==> config.mk <==
export PLATFORM = sky130hd
export DESIGN_NAME = uart3_rx
export DESIGN_NICKNAME = d
export VERILOG_FILES = /design/src/rtl/uart3_pkg.sv /design/src/rtl/uart3_rx_fifo.sv /design/src/rtl/uart3_rx.sv
export SDC_FILE = /design/constraint.sdc
export NUM_CORES = 1
export LEC_CHECK = 0
export ABC_AREA = 1
export CAP_MARGIN = 0
export CORE_MARGIN = 4
export CORE_UTILIZATION = 55
export CTS_CLUSTER_SIZE = 30
export DETAILED_ROUTE_END_ITERATION = 6
export GPL_TIMING_DRIVEN = 0
export MAX_ROUTING_LAYER = met4
export PLACE_DENSITY_LB_ADDON = 0.15
export SYNTH_ARGS = -nofsm -noshare
export SYNTH_HDL_FRONTEND = slang
export SYNTH_SLANG_ARGS = --single-unit
==> constraint.sdc <==
create_clock -name clk -period 2.8 [get_ports clk]
set_clock_uncertainty 0.1 [all_clocks]
set_input_delay 0.84 -clock clk [delete_from_list [all_inputs] [get_ports clk]]
set_output_delay 0.84 -clock clk [all_outputs]
set_load 0.05 [all_outputs]
==> src/rtl/uart3_pkg.sv <==
// Shared definitions for the uart3 receiver: parity modes, FSM states and
// the NCO increment calculation.
package uart3_pkg;

  localparam logic [1:0] PAR_NONE = 2'd0;
  localparam logic [1:0] PAR_ODD  = 2'd1;
  localparam logic [1:0] PAR_EVEN = 2'd2;

  typedef enum logic [2:0] {
    IDLE,
    START,
    DATA,
    PARITY,
    STOP,
    WAIT_HIGH
  } rx_state_e;

  // NCO increment: round(baud * 16 * 2^acc_w / clk_freq)
  function automatic longint unsigned calc_inc(input longint unsigned baud,
                                               input longint unsigned clk_freq,
                                               input int unsigned     acc_w);
    return (baud * 64'd16 * (64'd1 << acc_w) + clk_freq / 64'd2) / clk_freq;
  endfunction

endpackage

==> src/rtl/uart3_rx_fifo.sv <==
// Synchronous first-word-fall-through FIFO with occupancy count and a sticky
// overflow flag. A push into a full FIFO is accepted only if a pop happens in
// the same cycle; a pop of an empty FIFO is ignored.
module uart3_rx_fifo #(
  parameter int unsigned WIDTH = 10,
  parameter int unsigned DEPTH = 16
) (
  input  logic                         clk,
  input  logic                         rst_n,
  input  logic                         push_i,
  input  logic [WIDTH-1:0]             wdata_i,
  input  logic                         pop_i,
  input  logic                         clr_ovf_i,
  output logic [WIDTH-1:0]             rdata_o,
  output logic                         empty_o,
  output logic                         full_o,
  output logic [$clog2(DEPTH+1)-1:0]   count_o,
  output logic                         overflow_o
);

  localparam int unsigned AW = $clog2(DEPTH);
  localparam int unsigned CW = $clog2(DEPTH + 1);

  logic [WIDTH-1:0] mem_q [DEPTH];
  logic [AW-1:0]    wr_ptr_q, rd_ptr_q;
  logic [CW-1:0]    count_q, count_d;
  logic             ovf_q, ovf_d;
  logic             do_push, do_pop;

  assign empty_o    = (count_q == '0);
  assign full_o     = (count_q == CW'(DEPTH));
  assign count_o    = count_q;
  assign overflow_o = ovf_q;
  assign rdata_o    = empty_o ? '0 : mem_q[rd_ptr_q];

  // Accept/ignore decisions, next occupancy and next overflow flag
  always_comb begin
    // NOTE: every variable gets a default first so no path leaves it unassigned and a latch is never inferred.
    count_d = count_q;
    ovf_d   = ovf_q;
    do_pop  = pop_i && !empty_o;
    do_push = push_i && (!full_o || do_pop);
    if (do_push && !do_pop) begin
      count_d = count_q + CW'(1);
    end else if (do_pop && !do_push) begin
      count_d = count_q - CW'(1);
    end
    if (clr_ovf_i) begin
      ovf_d = 1'b0;
    end
    if (push_i && full_o && !pop_i) begin
      ovf_d = 1'b1;
    end
  end

  // Pointer, count and flag registers
  always_ff @(posedge clk or negedge rst_n) begin
    // NOTE: sequential state uses non-blocking assignments so every flop samples pre-edge values.
    if (!rst_n) begin
      wr_ptr_q <= '0;
      rd_ptr_q <= '0;
      count_q  <= '0;
      ovf_q    <= 1'b0;
    end else begin
      if (do_push) wr_ptr_q <= wr_ptr_q + AW'(1);
      if (do_pop)  rd_ptr_q <= rd_ptr_q + AW'(1);
      count_q <= count_d;
      ovf_q   <= ovf_d;
    end
  end

  // Storage array write port
  always_ff @(posedge clk) begin
    // NOTE: the storage has no reset; entries are only visible once written, and rdata_o is forced to 0 while empty.
    if (do_push) begin
      mem_q[wr_ptr_q] <= wdata_i;
    end
  end

endmodule

==> src/rtl/uart3_rx.sv <==
// 16x oversampled UART receiver with NCO bit clock, 3-sample majority vote,
// optional parity, 1 or 2 stop bits, break detection and a receive FIFO.
module uart3_rx
  import uart3_pkg::*;
#(
  parameter int unsigned DATA_BITS  = 8,
  parameter int unsigned STOP_BITS  = 1,
  parameter int unsigned BAUD       = 460800,
  parameter int unsigned CLK_FREQ   = 40000000,
  parameter int unsigned ACC_W      = 16,
  parameter int unsigned FIFO_DEPTH = 16
) (
  input  logic                              clk,
  input  logic                              rst,
  input  logic                              rx_enable,
  input  logic                              rx_in,
  input  logic [1:0]                        cfg_parity,
  input  logic                              rd_en,
  input  logic                              clr_overflow,
  output logic [DATA_BITS+1:0]              rd_data,
  output logic                              byte_rdy,
  output logic                              empty,
  output logic                              full,
  output logic [$clog2(FIFO_DEPTH+1)-1:0]   count,
  output logic                              overflow,
  output logic                              break_det
);

  localparam logic [ACC_W-1:0] INC =
    ACC_W'(calc_inc(64'(BAUD), 64'(CLK_FREQ), ACC_W));

  // Synchronizer, edge detector and NCO
  logic             sync1_q, rxs_q, rxs_prev_q;
  logic [ACC_W-1:0] acc_q, acc_d;
  logic             tick;

  // Frame state
  rx_state_e            state_q, state_d;
  logic [3:0]           os_cnt_q, os_cnt_d, os_nxt;
  logic [3:0]           bit_cnt_q, bit_cnt_d;
  logic [DATA_BITS-1:0] shift_q, shift_d;
  logic [1:0]           samp_q, samp_d;
  logic [1:0]           par_mode_q, par_mode_d;
  logic                 perr_q, perr_d, ferr_q, ferr_d, zero_q, zero_d;

  logic                 vote_tick, vote, par_en, par_exp, stop_ferr;
  logic                 push, brk;
  logic [DATA_BITS+1:0] push_data;

  // Carry out of the free-running accumulator is the 16x oversample tick
  assign {tick, acc_d} = {1'b0, acc_q} + {1'b0, INC};

  // Two-flop input synchronizer, edge-detect history and NCO accumulator
  always_ff @(posedge clk or negedge rst) begin
    if (!rst) begin
      sync1_q    <= 1'b1;
      rxs_q      <= 1'b1;
      rxs_prev_q <= 1'b1;
      acc_q      <= '0;
    end else begin
      sync1_q    <= rx_in;
      rxs_q      <= sync1_q;
      rxs_prev_q <= rxs_q;
      acc_q      <= acc_d;
    end
  end

  assign os_nxt    = os_cnt_q + 4'd1;
  assign vote_tick = tick && (os_nxt == 4'd9);
  assign vote      = (samp_q[0] & samp_q[1]) | (samp_q[0] & rxs_q) | (samp_q[1] & rxs_q);
  assign par_en    = (par_mode_q == PAR_ODD) || (par_mode_q == PAR_EVEN);
  assign par_exp   = (^shift_q) ^ (par_mode_q == PAR_ODD);
  assign stop_ferr = ferr_q | ~vote;
  assign push_data = {perr_q, stop_ferr, shift_q};

  // Receive FSM: next state, bit timing, shifting and push strobe
  always_comb begin
    state_d    = state_q;
    os_cnt_d   = os_cnt_q;
    bit_cnt_d  = bit_cnt_q;
    shift_d    = shift_q;
    samp_d     = samp_q;
    par_mode_d = par_mode_q;
    perr_d     = perr_q;
    ferr_d     = ferr_q;
    zero_d     = zero_q;
    push       = 1'b0;
    brk        = 1'b0;

    if (state_q != IDLE && tick) os_cnt_d = os_nxt;
    if (tick && os_nxt == 4'd7)  samp_d[0] = rxs_q;
    if (tick && os_nxt == 4'd8)  samp_d[1] = rxs_q;

    unique case (state_q)
      IDLE: begin
        par_mode_d = cfg_parity;
        if (rx_enable && rxs_prev_q && !rxs_q) begin
          state_d   = START;
          os_cnt_d  = 4'd0;
          bit_cnt_d = 4'd0;
          perr_d    = 1'b0;
          ferr_d    = 1'b0;
          zero_d    = 1'b1;
        end
      end
      START: begin
        if (vote_tick) state_d = vote ? IDLE : DATA;
      end
      DATA: begin
        if (vote_tick) begin
          shift_d = {vote, shift_q[DATA_BITS-1:1]};
          zero_d  = zero_q & ~vote;
          if (bit_cnt_q == 4'(DATA_BITS - 1)) begin
            bit_cnt_d = 4'd0;
            state_d   = par_en ? PARITY : STOP;
          end else begin
            bit_cnt_d = bit_cnt_q + 4'd1;
          end
        end
      end
      PARITY: begin
        if (vote_tick) begin
          perr_d  = (vote != par_exp);
          zero_d  = zero_q & ~vote;
          state_d = STOP;
        end
      end
      STOP: begin
        if (vote_tick) begin
          ferr_d = stop_ferr;
          zero_d = zero_q & ~vote;
          if (bit_cnt_q == 4'(STOP_BITS - 1)) begin
            push    = 1'b1;
            brk     = zero_q & ~vote;
            state_d = stop_ferr ? WAIT_HIGH : IDLE;
          end else begin
            bit_cnt_d = bit_cnt_q + 4'd1;
          end
        end
      end
      WAIT_HIGH: begin
        if (rxs_q) state_d = IDLE;
      end
      default: state_d = IDLE;
    endcase

    // Disabling the receiver abandons any frame in progress without a push
    if (!rx_enable && state_q != IDLE) begin
      state_d = IDLE;
      push    = 1'b0;
      brk     = 1'b0;
    end
  end

  // Frame state registers
  always_ff @(posedge clk or negedge rst) begin
    if (!rst) begin
      state_q    <= IDLE;
      os_cnt_q   <= 4'd0;
      bit_cnt_q  <= 4'd0;
      shift_q    <= '0;
      samp_q     <= 2'b11;
      par_mode_q <= PAR_NONE;
      perr_q     <= 1'b0;
      ferr_q     <= 1'b0;
      zero_q     <= 1'b0;
    end else begin
      state_q    <= state_d;
      os_cnt_q   <= os_cnt_d;
      bit_cnt_q  <= bit_cnt_d;
      shift_q    <= shift_d;
      samp_q     <= samp_d;
      par_mode_q <= par_mode_d;
      perr_q     <= perr_d;
      ferr_q     <= ferr_d;
      zero_q     <= zero_d;
    end
  end

  assign break_det = brk;
  assign byte_rdy  = ~empty;

  uart3_rx_fifo #(
    .WIDTH (DATA_BITS + 2),
    .DEPTH (FIFO_DEPTH)
  ) u_fifo (
    .clk        (clk),
    .rst_n      (rst),
    .push_i     (push),
    .wdata_i    (push_data),
    .pop_i      (rd_en),
    .clr_ovf_i  (clr_overflow),
    .rdata_o    (rd_data),
    .empty_o    (empty),
    .full_o     (full),
    .count_o    (count),
    .overflow_o (overflow)
  );

endmodule

==> results by group, run 1 <==
Worst setup path
  • Worst Path Max Fanout: 11
  • Startpoint Class: flip-flop
  • CP arrival: 2.22 ns
  • Worst r2r path cells: 18
  • Cells along the critical path: buf_12, clkinv_8, buf_8, nand2_1, a21oi_2, a21oi_1, a21oi_2, o21ai_4, a21oi_4, buf_6
  • Flop2flop setup slack: 0.06 ns
  • CP Depth: 10
  • CP startpoint: u_fifo.rd_ptr_q[0]
  • Critical Path Sink Type: output pin
  • Buf+Inv Stages, Crit Path: 4
  • Required time of the critical path: 1.86 ns
  • CP endpoint: rd_data[4]
  • R2r endpoint: u_fifo.count_o[4]
  • CP most frequent cell: a21oi_2
  • Max stage delay cell, worst path: dfrtp_1
  • RR Startpoint: bit_cnt_q[0]
  • Cell family with most CP delay: compound AO/OA/AOI/OAI gates
  • Setup CP Type: reg2out
  • Max stage delay on crit path: 0.41 ns

Layout
  • Final Instance Area: 0.01208 mm²
  • Share of cells above drive strength 1: 0.2631
  • # diodes: 0
  • NumNets Final: 944
  • Non-filler cells in the finished layout: 1,155
  • Layout area overhead: 28.03%
  • Commonest non-fill, non-tap cell in the layout: edfxtp_1
  • Leading cell types in the layout, fill and taps excluded: edfxtp_1 (160), nand2_1 (119), nor2_1 (92)
  • Final design utilization: 0.7235

Synth
  • Post-synth top area cell: edfxtp_1
  • Mapped Area: 0.009438 mm²
  • Synth Instances: 829
  • Post-Syn Nets: 855
  • Synth top area share: 0.5091
  • Sequential area share after synthesis: 0.6556
  • Library cells used by synthesis: 40
  • Largest cells by area after synthesis: edfxtp_1 (51%), dfrtp_1 (13%), nand2_1 (4.9%), nor2_1 (4.5%), o221ai_1 (3.2%)
  • Seq cells post-synth: 215
  • Synth warn: 0
  • Synthesized area per cell: 11.38 µm²

Timing
  • Worst setup margin: -0.3612 ns
  • Minimum clock period: 3.161 ns
  • Worst slew margin: 0.3723
  • Least-Margin Pin Slew: 0.9381 ns
  • Hold Fails Final Rpt: 0
  • RSZ-0062 raised after global routing: true
  • Top achievable clock speed: 316.3 MHz
  • Period utilization: 1.129
  • Final Max Slew Viols: 0
  • Final setup fails: 11

Clocking
  • CTS tree: done
  • Clock transition at path regs: 0.06 ns
  • Max clock buf depth: 3
  • Root Buffer: clkbuf_16
  • Clk_lat worst skew: 0.51 ns
  • Number of clock sinks: 215
  • CTS buffer count: 23
  • H-tree depth: 1

Floorplan
  • Initial Utilization: 0.5651
  • I/O pin count: 28
  • Die area: 0.01932 mm²
  • Area of the core: 0.01670 mm²
  • Core Rows: 47
  • Die Ht: 139.0 µm
  • Width of the chip: 139.0 µm

Drt
  • DRT antenna net count: 0
  • # DRC: 0
  • WL/cell: 22.38 µm
  • Post-Route WL: 25.84 mm
  • Initial drt markers: 747
  • Vias/cell: 6.112
  • DRT Pass-1 Iters: 5
  • Via count: 7,059

GRT
  • GRT Total Usage: 0.2525
  • GRT overflow: 0
  • Initial antenna violation count: 0
  • Vias in the first global route: 7,030
  • Global-route wire length before repair: 37.44 mm
  • Largest net degree at the start of global routing: 36

Place
  • Routability congestion estimate from global placement: 0.8417
  • Pre-CTS setup slack: -1.068 ns
  • Area after DPL: 0.01010 mm²
  • Port Buf Inserts: 27
  • Post-DP HPWL: 15.42 mm
  • Post-Place Cells: 1,077

Run status
  • Status: finished with violations
  • Violated checks: setup timing

Job
  • Max cap viols: 0

Pwr
  • Leak: 0.004411 µW
  • PD cells: 1069 mW/mm²
  • Peak VDD IR: 1.083 mV

Hold path
  • Hold Startpoint: sync1_q
  • Hold Path Class: reg2reg
==> cell usage after synthesis, drive strengths merged <==
library cell,number
o221ai,34
o22ai,1
nand3b,4
buf,9
a21o,1
nand3,41
a21oi,38
nand2,129
o21bai,35
o21ai,61
fa,1
dfstp,5
o211ai,2
nand4,10
xnor2,10
ha,17
nor3,2
clkbuf,25
a211oi,1
mux2,1
dfrtp,50
inv,56
a32oi,3
a31oi,1
nor2,118
edfxtp,160
a311oi,1
xor2,13
==> report_power, final <==
| part | switching [µW] | total [µW] | internal, µW |
|---|---|---|---|
| sequential | 308 | 3990 | 3680 |
| clock | 1220 | 3090 | 1880 |
| combinational | 3510 | 5830 | 2320 |
| total | 5040 | 12900 | 7880 |
==> kinds of logic (layout without fill, tap and decap cells) <==
group | Yosys count | in the layout | share of synthesized area
AND/OR/NAND/NOR | 304 | 305 | 0.1384
AO/OA/AOI/OAI | 178 | 178 | 0.1217
flip-flops | 215 | 215 | 0.6556
adder cells (fa/ha/maj) | 18 | 18 | 0.02466
multiplexers | 1 | 1 | 0.001193
buffers and inverters | 90 | 195 | 0.03712
XOR/XNOR | 23 | 23 | 0.02134
==> sequential cells by signal (all words and copies together), names as in the netlist, 4 cells and up <==
name and flops:
u_fifo.rd_ptr_q 4, os_cnt_q 4, u_fifo.mem_q 160, u_fifo.count_o 5, shift_q 8, acc_q 12
bit_cnt_q 4, u_fifo.wr_ptr_q 4
==> per-layer routing <==
metal / vias up / track usage / wire length, µm
li1: 3130 / - / -
met4: 0 / 0.08033 / 1147
met2: 349 / 0.4255 / 12540
met5: - / - / 0
met1: 3488 / 0.3133 / 10100
met3: 92 / 0.04483 / 2060
==> per-stage QoR <==
stage	hold WS [ns]	total power, µW	setup TNS, ns
after global routing	0.2668	13450	-4.727
final	0.2556	12920	-3.183
after floorplan	0.2452	6882	-0.2690
after detailed placement	0.2482	8247	-110.26
after global placement	0.2503	8120	-154.34
after CTS	0.2581	12120	-2.981
==> worst min-delay path by stage <==
stage                     endpoint  slack, ns  cells after the start
after floorplan              rxs_q       0.25                      0
after global placement       rxs_q       0.25                      0
after detailed placement     rxs_q       0.25                      0
after CTS                    rxs_q       0.26                      0
after global routing         rxs_q       0.27                      0
final                        rxs_q       0.26                      0
==> what timing repair did <==
item                       in CTS  in global routing
resized for setup             236                 81
cloned                          3                  5
hold buffers                    0                  0
setup endpoints to repair     177                 93
setup buffers                  15                 14
pin swaps                      30                 43
==> area by class of cell <==
class	count	area [µm²]
timing repair buffer	63	675.6
tap	220	275.3
sequential	215	6192
buffer	33	432.9
timing repair inverter	1	16.27
inverter	56	226.5
multi-input combinational	525	3490
clock inverter	17	191.4
fill	1100	4618
clock buffer	25	583.1
Power figures use the tool's default switching activity.
==> inputs of run 2 (changes only) <==
--- a/config.mk
+++ b/config.mk
@@ -14,6 +14,7 @@
 export GPL_TIMING_DRIVEN = 0
 export MAX_ROUTING_LAYER = met4
 export PLACE_DENSITY_LB_ADDON = 0.15
+export SLEW_MARGIN = 20
 export SYNTH_ARGS = -nofsm -noshare
 export SYNTH_HDL_FRONTEND = slang
 export SYNTH_SLANG_ARGS = --single-unit
==> run 2 against run 1 <==
The run still ends with setup timing left. Wire length is 5.1% lower. Die area stayed put. Power is 4.0% lower. Setup slack better by 0.022 ns. Maximum frequency is 0.69% higher. Global-route usage hardly changed. Final cell count is 0.52% lower. Final area is 2.1% lower.
==> results by group, run 2 (same netlist as run 1, synthesis figures left out) <==
Floorplan
  • Die area: 0.01932 mm² (unchanged)
  • Area of the core: 0.01670 mm² (unchanged)
  • Die Ht: 139.0 µm (unchanged)
  • Core Rows: 47 (unchanged)
  • Initial Utilization: 0.5651 (unchanged)
  • Width of the chip: 139.0 µm (unchanged)
  • I/O pin count: 28 (unchanged)

Drt
  • WL/cell: 21.35 µm (-4.6%)
  • Initial drt markers: 653 (-13%)
  • DRT antenna net count: 0 (unchanged)
  • Met1 WL: 9.645 mm (-4.5%)
  • Post-Route WL: 24.54 mm (-5.1%)
  • DRT Pass-1 Iters: 5 (unchanged)
  • Top Layer Used: met4
  • Met3 WL: 1.885 mm (-8.5%)
  • # DRC: 0 (unchanged)
  • Met2 WL: 11.94 mm (-4.8%)
  • Vias/cell: 5.973 (-2.3%)
  • Via count: 6,863 (-2.8%)

Timing
  • RSZ-0062 raised after global routing: true
  • Final setup fails: 11 (unchanged)
  • Worst setup margin: -0.3396 ns (+0.02161 ns)
  • Hold Fails Final Rpt: 0 (unchanged)
  • Final Max Slew Viols: 0 (unchanged)
  • Minimum clock period: 3.140 ns (-0.02161 ns)
  • Period utilization: 1.121 (-0.007719)
  • Worst slew margin: 0.4216 (+0.04926)
  • Hold WS: 0.2562 ns (+0.0006610 ns)
  • Least-Margin Pin Slew: 0.8677 ns (-0.07043 ns)
  • Top achievable clock speed: 318.5 MHz (+0.69%)

Place
  • Post-DP HPWL: 15.26 mm (-1.1%)
  • Port Buf Inserts: 27 (unchanged)
  • Routability congestion estimate from global placement: 0.8417 (unchanged)
  • Pre-CTS setup slack: -1.088 ns (-0.02022 ns)

Pwr
  • Leak: 0.004314 µW (-2.2%)
  • PD cells: 1048 mW/mm² (-2.0%)
  • Peak VDD IR: 1.199 mV (+11%)

Layout
  • NumNets Final: 939 (-0.53%)
  • Share of cells above drive strength 1: 0.2583 (-0.004759)
  • Filler cells: 1,142 (+3.8%)
  • # diodes: 0 (unchanged)
  • Layout area overhead: 25.37%
  • Largest Register: u_fifo.mem_q
  • Biggest regs: u_fifo.mem_q: 160 flops, acc_q: 12 flops, shift_q: 8 flops
  • Commonest non-fill, non-tap cell in the layout: edfxtp_1
  • Largest register FFs: 160 (unchanged)
  • Leading cell types in the layout, fill and taps excluded: edfxtp_1 (160), nand2_1 (117), nor2_1 (90)

GRT
  • Initial antenna violation count: 0 (unchanged)
  • Largest net degree at the start of global routing: 56 (+56%)
  • Vias in the first global route: 6,997 (-0.47%)
  • GRT overflow: 0 (unchanged)
  • Global-route wire length before repair: 37.51 mm (+0.18%)
  • GRT Total Usage: 0.2527 (about the same)

Run status
  • Violated checks: setup timing
  • Status: finished with violations

Worst setup path
  • Setup CP Type: reg2out
  • Worst Path Max Fanout: 11 (unchanged)
  • Critical Path Sink Type: output pin
  • CP arrival: 2.20 ns (-0.02 ns)
  • Required time of the critical path: 1.86 ns (about the same)
  • Startpoint Class: flip-flop

Clocking
  • Clk_lat worst skew: 0.50 ns (about the same)
  • CTS tree: done
  • Root Buffer: clkbuf_16
  • Max clock buf depth: 3 (unchanged)
  • H-tree depth: 1 (unchanged)
  • Number of clock sinks: 215 (unchanged)
  • Clock transition at path regs: 0.06 ns (about the same)
  • CTS buffer count: 23 (unchanged)

Hold path
  • Hold Path Class: reg2reg

Job
  • Max cap viols: 0 (unchanged)
## run 2: worst paths after layout
check | start | endpoint | slack, ns | cells after the start
worst max-delay path | u_fifo.rd_ptr_q[0] | rd_data[9] | -0.34 | 7
worst min-delay path | sync1_q | rxs_q | 0.26 | 0
worst max register to register | os_cnt_q[1] | u_fifo.count_o[4] | 0.01 | 18
worst min register to register | sync1_q | rxs_q | 0.26 | 0
max in group asynchronous | rst | os_cnt_q[1] | 1.79 | 1
min in group asynchronous | rst | u_fifo.count_o[0] | 0.28 | 1
## run 2: worst max-delay path, cell delays in order (launching register included)
cell	delay [ns]
dfrtp_1	0.39
buf_12	0.17
clkbuf_4	0.22
o21ai_0	0.18
o221ai_2	0.25
nand3_1	0.13
a21oi_2	0.19
buf_6	0.17
## run 2: final cells by class
type / count / area (µm²) / area share
flip-flops and latches: 215 / 6192 / 0.5233
multi-input cells: 524 / 3378 / 0.2855
clock buffers: 26 / 606.8 / 0.05128
repair buffers: 59 / 583.1 / 0.04928
plain buffers: 33 / 424.2 / 0.03585
well taps: 220 / 275.3 / 0.02326
inverters: 56 / 229.0 / 0.01935
clock inverters: 15 / 137.6 / 0.01163
repair inverters: 1 / 6.256 / 0.0005287
## run 2: metal layers
layer / vias to the layer above / track usage
li1: 3110 / -
met3: 76 / 0.04000
met2: 339 / 0.4142
met4: 0 / 0.1066
met1: 3338 / 0.3154
met5: - / -
## run 2: power breakdown
group | internal (µW) | switching [µW] | total [µW] | leakage (µW)
Clock | 1740 | 1210 | 2960 | 0.000354
Sequential | 3680 | 287 | 3970 | 0.00198
Combinational | 2130 | 3350 | 5480 | 0.00198
Total | 7560 | 4840 | 12400 | 0.00431
## run 2: metrics by stage
step	std cells	cell area (µm²)	utilization	total power (µW)	setup TNS (ns)
2_1_floorplan	829	9535	-	6882	-0.2690
3_3_place_gp	1076	10080	0.6036	8120	-154.34
3_5_place_dp	1076	10090	0.6042	8243	-96.15
4_1_cts	1132	11520	0.6900	12010	-2.923
5_1_grt	1149	11830	0.7085	12950	-4.149
6_report	1149	11830	0.7085	12400	-2.989
## run 2: timing repair
action	4_1_cts	5_1_grt
cloned	2	1
buffers inserted	14	16
resized for setup	233	55
setup endpoints to repair	166	96
pin swaps	27	25
hold buffers	0	0
